<file path="src/rtl/traffic_light_pkg.sv">
// Shared lamp/phase encodings, fault codes and default timing for the
// traffic light controller and its receive-side monitor.
package traffic_light_pkg;

  localparam logic [1:0] S_GREEN   = 2'b00;
  localparam logic [1:0] S_YELLOW  = 2'b01;
  localparam logic [1:0] S_RED     = 2'b10;
  localparam logic [1:0] S_INVALID = 2'b11;

  localparam logic [2:0] FC_NONE          = 3'd0;
  localparam logic [2:0] FC_ILLEGAL_COMBO = 3'd1;
  localparam logic [2:0] FC_BAD_ORDER     = 3'd2;
  localparam logic [2:0] FC_SHORT_PHASE   = 3'd3;
  localparam logic [2:0] FC_LONG_PHASE    = 3'd4;

  localparam int unsigned GREEN_CYCLES_DEF  = 500_000_000;
  localparam int unsigned YELLOW_CYCLES_DEF = 250_000_000;
  localparam int unsigned RED_CYCLES_DEF    = 1_500_000_000;

  typedef enum logic [1:0] {
    MON_ACQUIRE = 2'd0,
    MON_TRACK   = 2'd1,
    MON_FAULT   = 2'd2
  } mon_state_t;

  function automatic logic [1:0] decode_lamps(input logic r, input logic y, input logic g);
    logic [1:0] p;
    case ({r, y, g})
      3'b001:  p = S_GREEN;
      3'b010:  p = S_YELLOW;
      3'b100:  p = S_RED;
      default: p = S_INVALID;
    endcase
    return p;
  endfunction

endpackage

</file>
<file path="src/rtl/traffic_phase_timer.sv">
// Saturating phase-duration counter with NOM +/- TOL window compare,
// nominal selected by the phase currently being timed.
module traffic_phase_timer
  import traffic_light_pkg::*;
#(
  parameter int unsigned GREEN_CYCLES  = GREEN_CYCLES_DEF,
  parameter int unsigned YELLOW_CYCLES = YELLOW_CYCLES_DEF,
  parameter int unsigned RED_CYCLES    = RED_CYCLES_DEF,
  parameter int unsigned TOL           = 16,
  parameter int unsigned CNT_W         = 32
) (
  input  logic       clk,
  input  logic       rst,
  input  logic       change,
  input  logic [1:0] phase,
  output logic       len_short,
  output logic       len_long,
  output logic       overrun
);

  logic [CNT_W-1:0] dur;
  logic [CNT_W-1:0] dur_next;
  logic [CNT_W-1:0] nom;
  logic [CNT_W-1:0] lo;
  logic [CNT_W-1:0] hi;
  logic [CNT_W-1:0] tol_w;

  assign tol_w = CNT_W'(TOL);

  always_comb begin
    nom = CNT_W'(RED_CYCLES);
    case (phase)
      S_GREEN:  nom = CNT_W'(GREEN_CYCLES);
      S_YELLOW: nom = CNT_W'(YELLOW_CYCLES);
      default:  nom = CNT_W'(RED_CYCLES);
    endcase
  end

  assign lo = (nom > tol_w) ? nom - tol_w : '0;
  assign hi = nom + tol_w;

  assign dur_next = change ? CNT_W'(1) : ((&dur) ? dur : dur + CNT_W'(1));

  // dur holds the completed length during the change cycle, before the reload
  assign len_short = dur < lo;
  assign len_long  = dur > hi;
  assign overrun   = !change && (dur_next > hi);

  always_ff @(posedge clk or posedge rst) begin
    if (rst) dur <= '0;
    else     dur <= dur_next;
  end

endmodule

</file>
<file path="src/rtl/traffic_light_monitor.sv">
// Receive-side checker for the red/yellow/green lamp lines: decodes the phase,
// checks encoding, G->Y->R order and per-phase timing, reports first fault.
module traffic_light_monitor
  import traffic_light_pkg::*;
#(
  parameter int unsigned GREEN_CYCLES  = GREEN_CYCLES_DEF,
  parameter int unsigned YELLOW_CYCLES = YELLOW_CYCLES_DEF,
  parameter int unsigned RED_CYCLES    = RED_CYCLES_DEF,
  parameter int unsigned TOL           = 16,
  parameter int unsigned CNT_W         = 32
) (
  input  logic        clk,
  input  logic        rst,
  input  logic        red,
  input  logic        yellow,
  input  logic        green,
  output logic [1:0]  phase,
  output logic        fault,
  output logic [2:0]  fault_code,
  output logic        cycle_done,
  output logic [15:0] cycle_count
);

  logic       red_q, yellow_q, green_q;
  logic       lamp_vld;
  logic [1:0] cur;
  logic       change;
  logic       legal;
  logic       len_short, len_long, overrun;

  mon_state_t state, state_d;
  logic [2:0] code_d;
  logic [2:0] chk;
  logic       done_d;
  logic       seen_g, seen_y, seen_g_d, seen_y_d;

  // lamp_vld masks the all-off input register right after reset
  assign cur    = decode_lamps(red_q, yellow_q, green_q);
  assign change = lamp_vld && (cur != phase);
  assign legal  = (phase == S_GREEN  && cur == S_YELLOW) ||
                  (phase == S_YELLOW && cur == S_RED)    ||
                  (phase == S_RED    && cur == S_GREEN);

  traffic_phase_timer #(
    .GREEN_CYCLES  (GREEN_CYCLES),
    .YELLOW_CYCLES (YELLOW_CYCLES),
    .RED_CYCLES    (RED_CYCLES),
    .TOL           (TOL),
    .CNT_W         (CNT_W)
  ) u_timer (
    .clk       (clk),
    .rst       (rst),
    .change    (change),
    .phase     (phase),
    .len_short (len_short),
    .len_long  (len_long),
    .overrun   (overrun)
  );

  always_comb begin
    state_d  = state;
    code_d   = fault_code;
    done_d   = 1'b0;
    seen_g_d = seen_g;
    seen_y_d = seen_y;
    chk      = FC_NONE;
    case (state)
      MON_ACQUIRE: begin
        if (lamp_vld && cur == S_INVALID) begin
          state_d = MON_FAULT;
          code_d  = FC_ILLEGAL_COMBO;
        end else if (change && phase != S_INVALID) begin
          if (!legal) begin
            state_d = MON_FAULT;
            code_d  = FC_BAD_ORDER;
          end else begin
            state_d = MON_TRACK;
          end
        end
      end
      MON_TRACK: begin
        if (change) begin
          if (cur == S_INVALID)  chk = FC_ILLEGAL_COMBO;
          else if (!legal)       chk = FC_BAD_ORDER;
          else if (len_short)    chk = FC_SHORT_PHASE;
          else if (len_long)     chk = FC_LONG_PHASE;
          if (chk != FC_NONE) begin
            state_d = MON_FAULT;
            code_d  = chk;
          end else begin
            if (phase == S_GREEN)  seen_g_d = 1'b1;
            if (phase == S_YELLOW) seen_y_d = 1'b1;
            if (phase == S_RED && seen_g && seen_y) begin
              done_d   = 1'b1;
              seen_g_d = 1'b0;
              seen_y_d = 1'b0;
            end
          end
        end else if (overrun) begin
          state_d = MON_FAULT;
          code_d  = FC_LONG_PHASE;
        end
      end
      MON_FAULT: state_d = MON_FAULT;
      default:   state_d = MON_ACQUIRE;
    endcase
  end

  always_ff @(posedge clk or posedge rst) begin
    if (rst) begin
      red_q       <= 1'b0;
      yellow_q    <= 1'b0;
      green_q     <= 1'b0;
      lamp_vld    <= 1'b0;
      phase       <= S_INVALID;
      state       <= MON_ACQUIRE;
      seen_g      <= 1'b0;
      seen_y      <= 1'b0;
      fault       <= 1'b0;
      fault_code  <= FC_NONE;
      cycle_done  <= 1'b0;
      cycle_count <= '0;
    end else begin
      red_q       <= red;
      yellow_q    <= yellow;
      green_q     <= green;
      lamp_vld    <= 1'b1;
      phase       <= cur;
      state       <= state_d;
      seen_g      <= seen_g_d;
      seen_y      <= seen_y_d;
      fault       <= (state_d == MON_FAULT);
      fault_code  <= code_d;
      cycle_done  <= done_d;
      if (done_d) cycle_count <= cycle_count + 16'd1;
    end
  end

endmodule

</file>
<file path="config.mk">
export PLATFORM = sky130hd
export DESIGN_NAME = traffic_light_monitor
export DESIGN_NICKNAME = d
export VERILOG_FILES = /design/src/rtl/traffic_light_pkg.sv /design/src/rtl/traffic_phase_timer.sv /design/src/rtl/traffic_light_monitor.sv
export SDC_FILE = /design/constraint.sdc
export NUM_CORES = 1
export LEC_CHECK = 0
export CORE_MARGIN = 2
export CORE_UTILIZATION = 54
export DETAILED_ROUTE_END_ITERATION = 8
export GPL_TIMING_DRIVEN = 0
export PLACE_DENSITY = 0.77
export SYNTH_ARGS = -nofsm -noshare
export SYNTH_HDL_FRONTEND = slang
export SYNTH_SLANG_ARGS = --single-unit
</file>
<file path="constraint.sdc">
create_clock -name clk -period 4.8 [get_ports clk]
set_clock_uncertainty 0.1 [all_clocks]
set_input_delay 0.72 -clock clk [delete_from_list [all_inputs] [get_ports clk]]
set_output_delay 0.72 -clock clk [all_outputs]
set_load 0.05 [all_outputs]
</file>
==> flow_metrics.py <==
metrics = {
    "worst_setup_path": {
        "crit_path_start_kind": "flop",
        "required_time_at_the_worst_slack_endpoint_ns": 4.93,
        "crit_top_cell": "buf_4",
        "worst_path_max_delay_cell": "dfstp_2",
        "criticalPathCategory": "reg2reg",
        "critical_path.max_stage_delay_ns": 0.60,
        "critPathCaptureType": "flop",
        "largest_fanout_on_the_critical_path": 10,
        "crit_chain": "clkinvlp_4 > or4_1 > nand4_1 > buf_4 > buf_6 > buf_4 > nor2_1 > ha_1 > nand2_1 > nor4_4 > o2111ai_1 > or4b_1 > mux2i_1 > a31oi_2 > o21ai_2 > mux2_1",
        "reg2reg_slack_ns": 0.19,
        "timing.critical_path.arrival_ns": 4.75,
    },
    "logic_synthesis": {
        "syn_avg_cell_area_um2": 9.087,
        "netlist_top_cells_area": "dfrtp_1, ha_1, xnor2_1, nor2_1, xor2_1",
        "synth-async-reset-ratio_pct": 100.0,
        "synth_top_area_share_pct": 34.42,
        "yosys_warnings": 0,
        "synthCells": 488,
        "dominantRegCellSynth": "dfrtp_1",
        "syn_area_um2": 4434,
        "synth-edff-count": 0,
        "synth.yosys.seq_area_share_pct": 35.61,
        "yosys.area.top_type": "dfrtp_1",
        "synth_cell_type_count": 60,
        "synth-seq-cells": 63,
    },
    "floorplanning": {
        "fp.dieArea_um2": 8952,
        "die_width_um": 94.62,
        "boundaryPins": 28,
        "floorplan.die.height_um": 94.62,
        "core_um2": 8093,
        "row_count": 33,
        "initial_utilization_pct": 54.79,
    },
    "sta": {
        "period_share_pct": 96.05,
        "slew_viol_final": 0,
        "finalHoldViolCount": 0,
        "finalCriticalPeriod_ns": 4.610,
        "setup_slack_ns": 0.1896,
        "worst-slew-pin-transition_ns": 0.6885,
        "timing.max_slew.rel_slack_pct": 53.93,
        "setup_violations": 0,
        "fmaxAchievable_mhz": 216.9,
    },
    "routing": {
        "detailroute.via_count": 3978,
        "ant_nets": 0,
        "wl_um": 11380,
        "routed_vias_inst": 6.139,
        "post-route-drc-count": 0,
        "dr.first_iter.drc_count": 260,
        "drt-wirelength-per-cell_um": 17.56,
        "firstDrtPassIters": 8,
    },
    "power": {
        "leakagePower_nw": 2.247,
        "power_report.internal_total_w": 0.0008451,
        "proportion_of_total_power_due_to_net_switching_pct": 33.84,
        "power.share.sequential_pct": 45.7,
        "total_switching_power_w": 0.0004323,
        "powerDensity_nw_per_um2": 242.1,
        "totalPowerFinal_w": 0.001277,
        "p_clk_share_pct": 32.5,
        "worst_ir_drop_vdd_mv": 0.1370,
        "pwr-share-comb_pct": 21.8,
    },
    "place": {
        "dpl.hpwl_um": 8150,
        "placement.setup.worst_slack_ns": -1.089,
        "place.detailed.instances": 622,
        "place.port_buffers": 27,
        "place.gp.congestion": 0.9786,
    },
    "clock_tree": {
        "clkTransAtPathRegs_ns": 0.07,
        "tritoncts_num_sinks": 63,
        "post_cts_hold_buffer_count": 0,
        "clk_latency_ns": 0.35,
        "numCtsBuffers": 9,
        "cts-htree-levels": 3,
        "cts_tree": "yes",
        "clk_root_buffer_cell": "clkbuf_8",
        "clockBufferDepth": 2,
    },
    "cells_and_area": {
        "area_growth_pct": 18.99,
        "share_of_post_route_cells_with_drive_strength_above_1_pct": 14.73,
        "stdcell_count": 648,
        "final_net_count": 590,
        "num_antenna_cells": 0,
        "finalCoreUtilization_pct": 65.20,
    },
    "run": {
        "number_of_maximum_capacitance_violations": 0,
    },
    "global_route": {
        "grt_first_pass_wirelength_um": 18290,
        "total_overflow_reported_by_the_global_router": 0,
        "largest_net_degree_at_the_start_of_global_routing": 45,
        "grtUsageTotal_pct": 26.62,
        "via_count_of_the_first_global_routing_pass": 3792,
        "initial_antenna_violation_count": 0,
    },
    "hold_path": {
        "hold_class": "reg2reg",
    },
    "outcome": {
        "status": "completed",
    },
}
[metal layers]
layer / vias to the layer above / share of wire (%) / global-route usage, %
li1: 1889 / - / -
met2: 157 / 48 / 42.32
met5: - / 0 / 0
met1: 1900 / 43 / 34.74
met3: 32 / 5.9 / 4.549
met4: 0 / 2.9 / 14.01
[synth_stat cells, types with 2 or more instances]
| cell | number |
|---|---|
| nand4_1 | 22 |
| dfrtp_1 | 61 |
| nand2_1 | 36 |
| and2_1 | 3 |
| nor3_1 | 13 |
| and3_1 | 13 |
| a21oi_1 | 16 |
| or3_1 | 3 |
| nor2_1 | 62 |
| clkbuf_1 | 8 |
| xnor2_1 | 29 |
| nor2b_1 | 3 |
| a2111o_1 | 2 |
| ha_1 | 47 |
| nand3_1 | 26 |
| a211oi_1 | 4 |
| a32oi_1 | 2 |
| o211ai_1 | 5 |
| inv_1 | 18 |
| and4_1 | 2 |
| nor4_1 | 9 |
| or2_2 | 4 |
| nand4b_1 | 2 |
| o2111ai_1 | 5 |
| o21a_1 | 6 |
| a211o_1 | 2 |
| a311oi_1 | 2 |
| a2111oi_0 | 2 |
| xor2_1 | 17 |
| or4_1 | 5 |
| nor4b_1 | 2 |
| buf_2 | 3 |
| o21ai_0 | 16 |
| conb_1 | 2 |
| a31oi_1 | 4 |
| nand4_4 | 2 |
| o21bai_1 | 5 |
| dfstp_2 | 2 |
| buf_1 | 2 |
[through the flow]
step	hold WS, ns	TNS [ns]	area [um^2]
after floorplan	0.3469	0	4441
after detailed placement	0.3612	-21.88	4862
final	0.3792	0	5276
after global placement	0.3674	-20.29	4842
after CTS	0.3823	0	5161
after global routing	0.4109	-0.008070	5276
[cells by family (layout without fill, tap and decap cells)]
group | Yosys count | in the layout | share of synthesized area, %
and+or+nand+nor | 212 | 212 | 24.86
DFF | 63 | 63 | 35.61
AOI/OAI and AO/OA | 82 | 82 | 13.29
adders and majority gates | 47 | 47 | 13.26
muxes | 3 | 3 | 0.7336
xor gates and xnor gates | 46 | 46 | 9.086
other | 2 | 3 | 0.1694
buffers and inverters | 33 | 87 | 2.991
[worst max-delay path, delay by kind of cell (launching register included)]
kind | cells | cell delay (ns)
muxes | 2 | 0.55
and+or+nand+nor | 6 | 1.72
DFF | 1 | 0.60
AOI/OAI and AO/OA | 3 | 0.46
buffers and inverters | 4 | 0.75
adders and majority gates | 1 | 0.29
[power groups by stage]
stage                     sequential, W  combinational, W  clock (W)
after floorplan                0.000614          0.000144          0
after global placement         0.000587          0.000240          0
after detailed placement       0.000589          0.000249          0
after CTS                      0.000578          0.000263   0.000423
after global routing           0.000588          0.000304   0.000446
final                          0.000583          0.000279   0.000415
[cell type report]
cell class	instances	area, um^2
Multi-Input combinational cell	393	2848
Fill cell	662	2816
Sequential cell	63	1590
Timing Repair Buffer	39	372.9
Tap cell	105	131.4
Clock buffer	9	123.9
Buffer	14	85.08
Inverter	18	75.07
Clock inverter	7	50.05
[placed cells by master (no fill, tap or decap), types with 6 or more instances in the layout]
cell             synthesis  layout
nor2_1                  62      62
dfrtp_1                 61      52
ha_1                    47      46
nand2_1                 36      35
xnor2_1                 29      29
clkdlybuf4s50_1          0      27
nand3_1                 26      24
nand4_1                 22      22
xor2_1                  17      17
o21ai_0                 16      16
a21oi_1                 16      16
inv_1                   18      15
buf_4                    1      14
and3_1                  13      13
nor3_1                  13      11
clkbuf_8                 0       9
dfrtp_2                  0       9
nor4_1                   9       7
o21a_1                   6       6
[state kept, by name, indices dropped and copies added (netlist names), 2 cells and up]
name / count
phase: 2
fault_code: 3
cycle_count: 16
u_timer.dur: 32
state: 2
[timing repair]
action	CTS	global route
pin swaps	1	2
hold endpoints to repair	0	0
resized for setup	17	27
setup endpoints to repair	25	21
buffers inserted	7	4
[path summary, 6_finish.rpt]
check,from,depth (start not counted),end
setup / recovery,phase[1]$_DFF_PP1_,16,fault_code[1]$_DFFE_PP0P_
hold / removal,cycle_count[15]$_DFFE_PP0P_,1,cycle_count[15]$_DFFE_PP0P_
setup reg to reg,phase[1]$_DFF_PP1_,16,fault_code[1]$_DFFE_PP0P_
hold reg to reg,cycle_count[15]$_DFFE_PP0P_,1,cycle_count[15]$_DFFE_PP0P_
max in group asynchronous,rst,3,phase[1]$_DFF_PP1_
min in group asynchronous,rst,2,u_timer.dur[5]$_DFF_PP0_
Note: power is estimated with default switching activity, not from simulation.
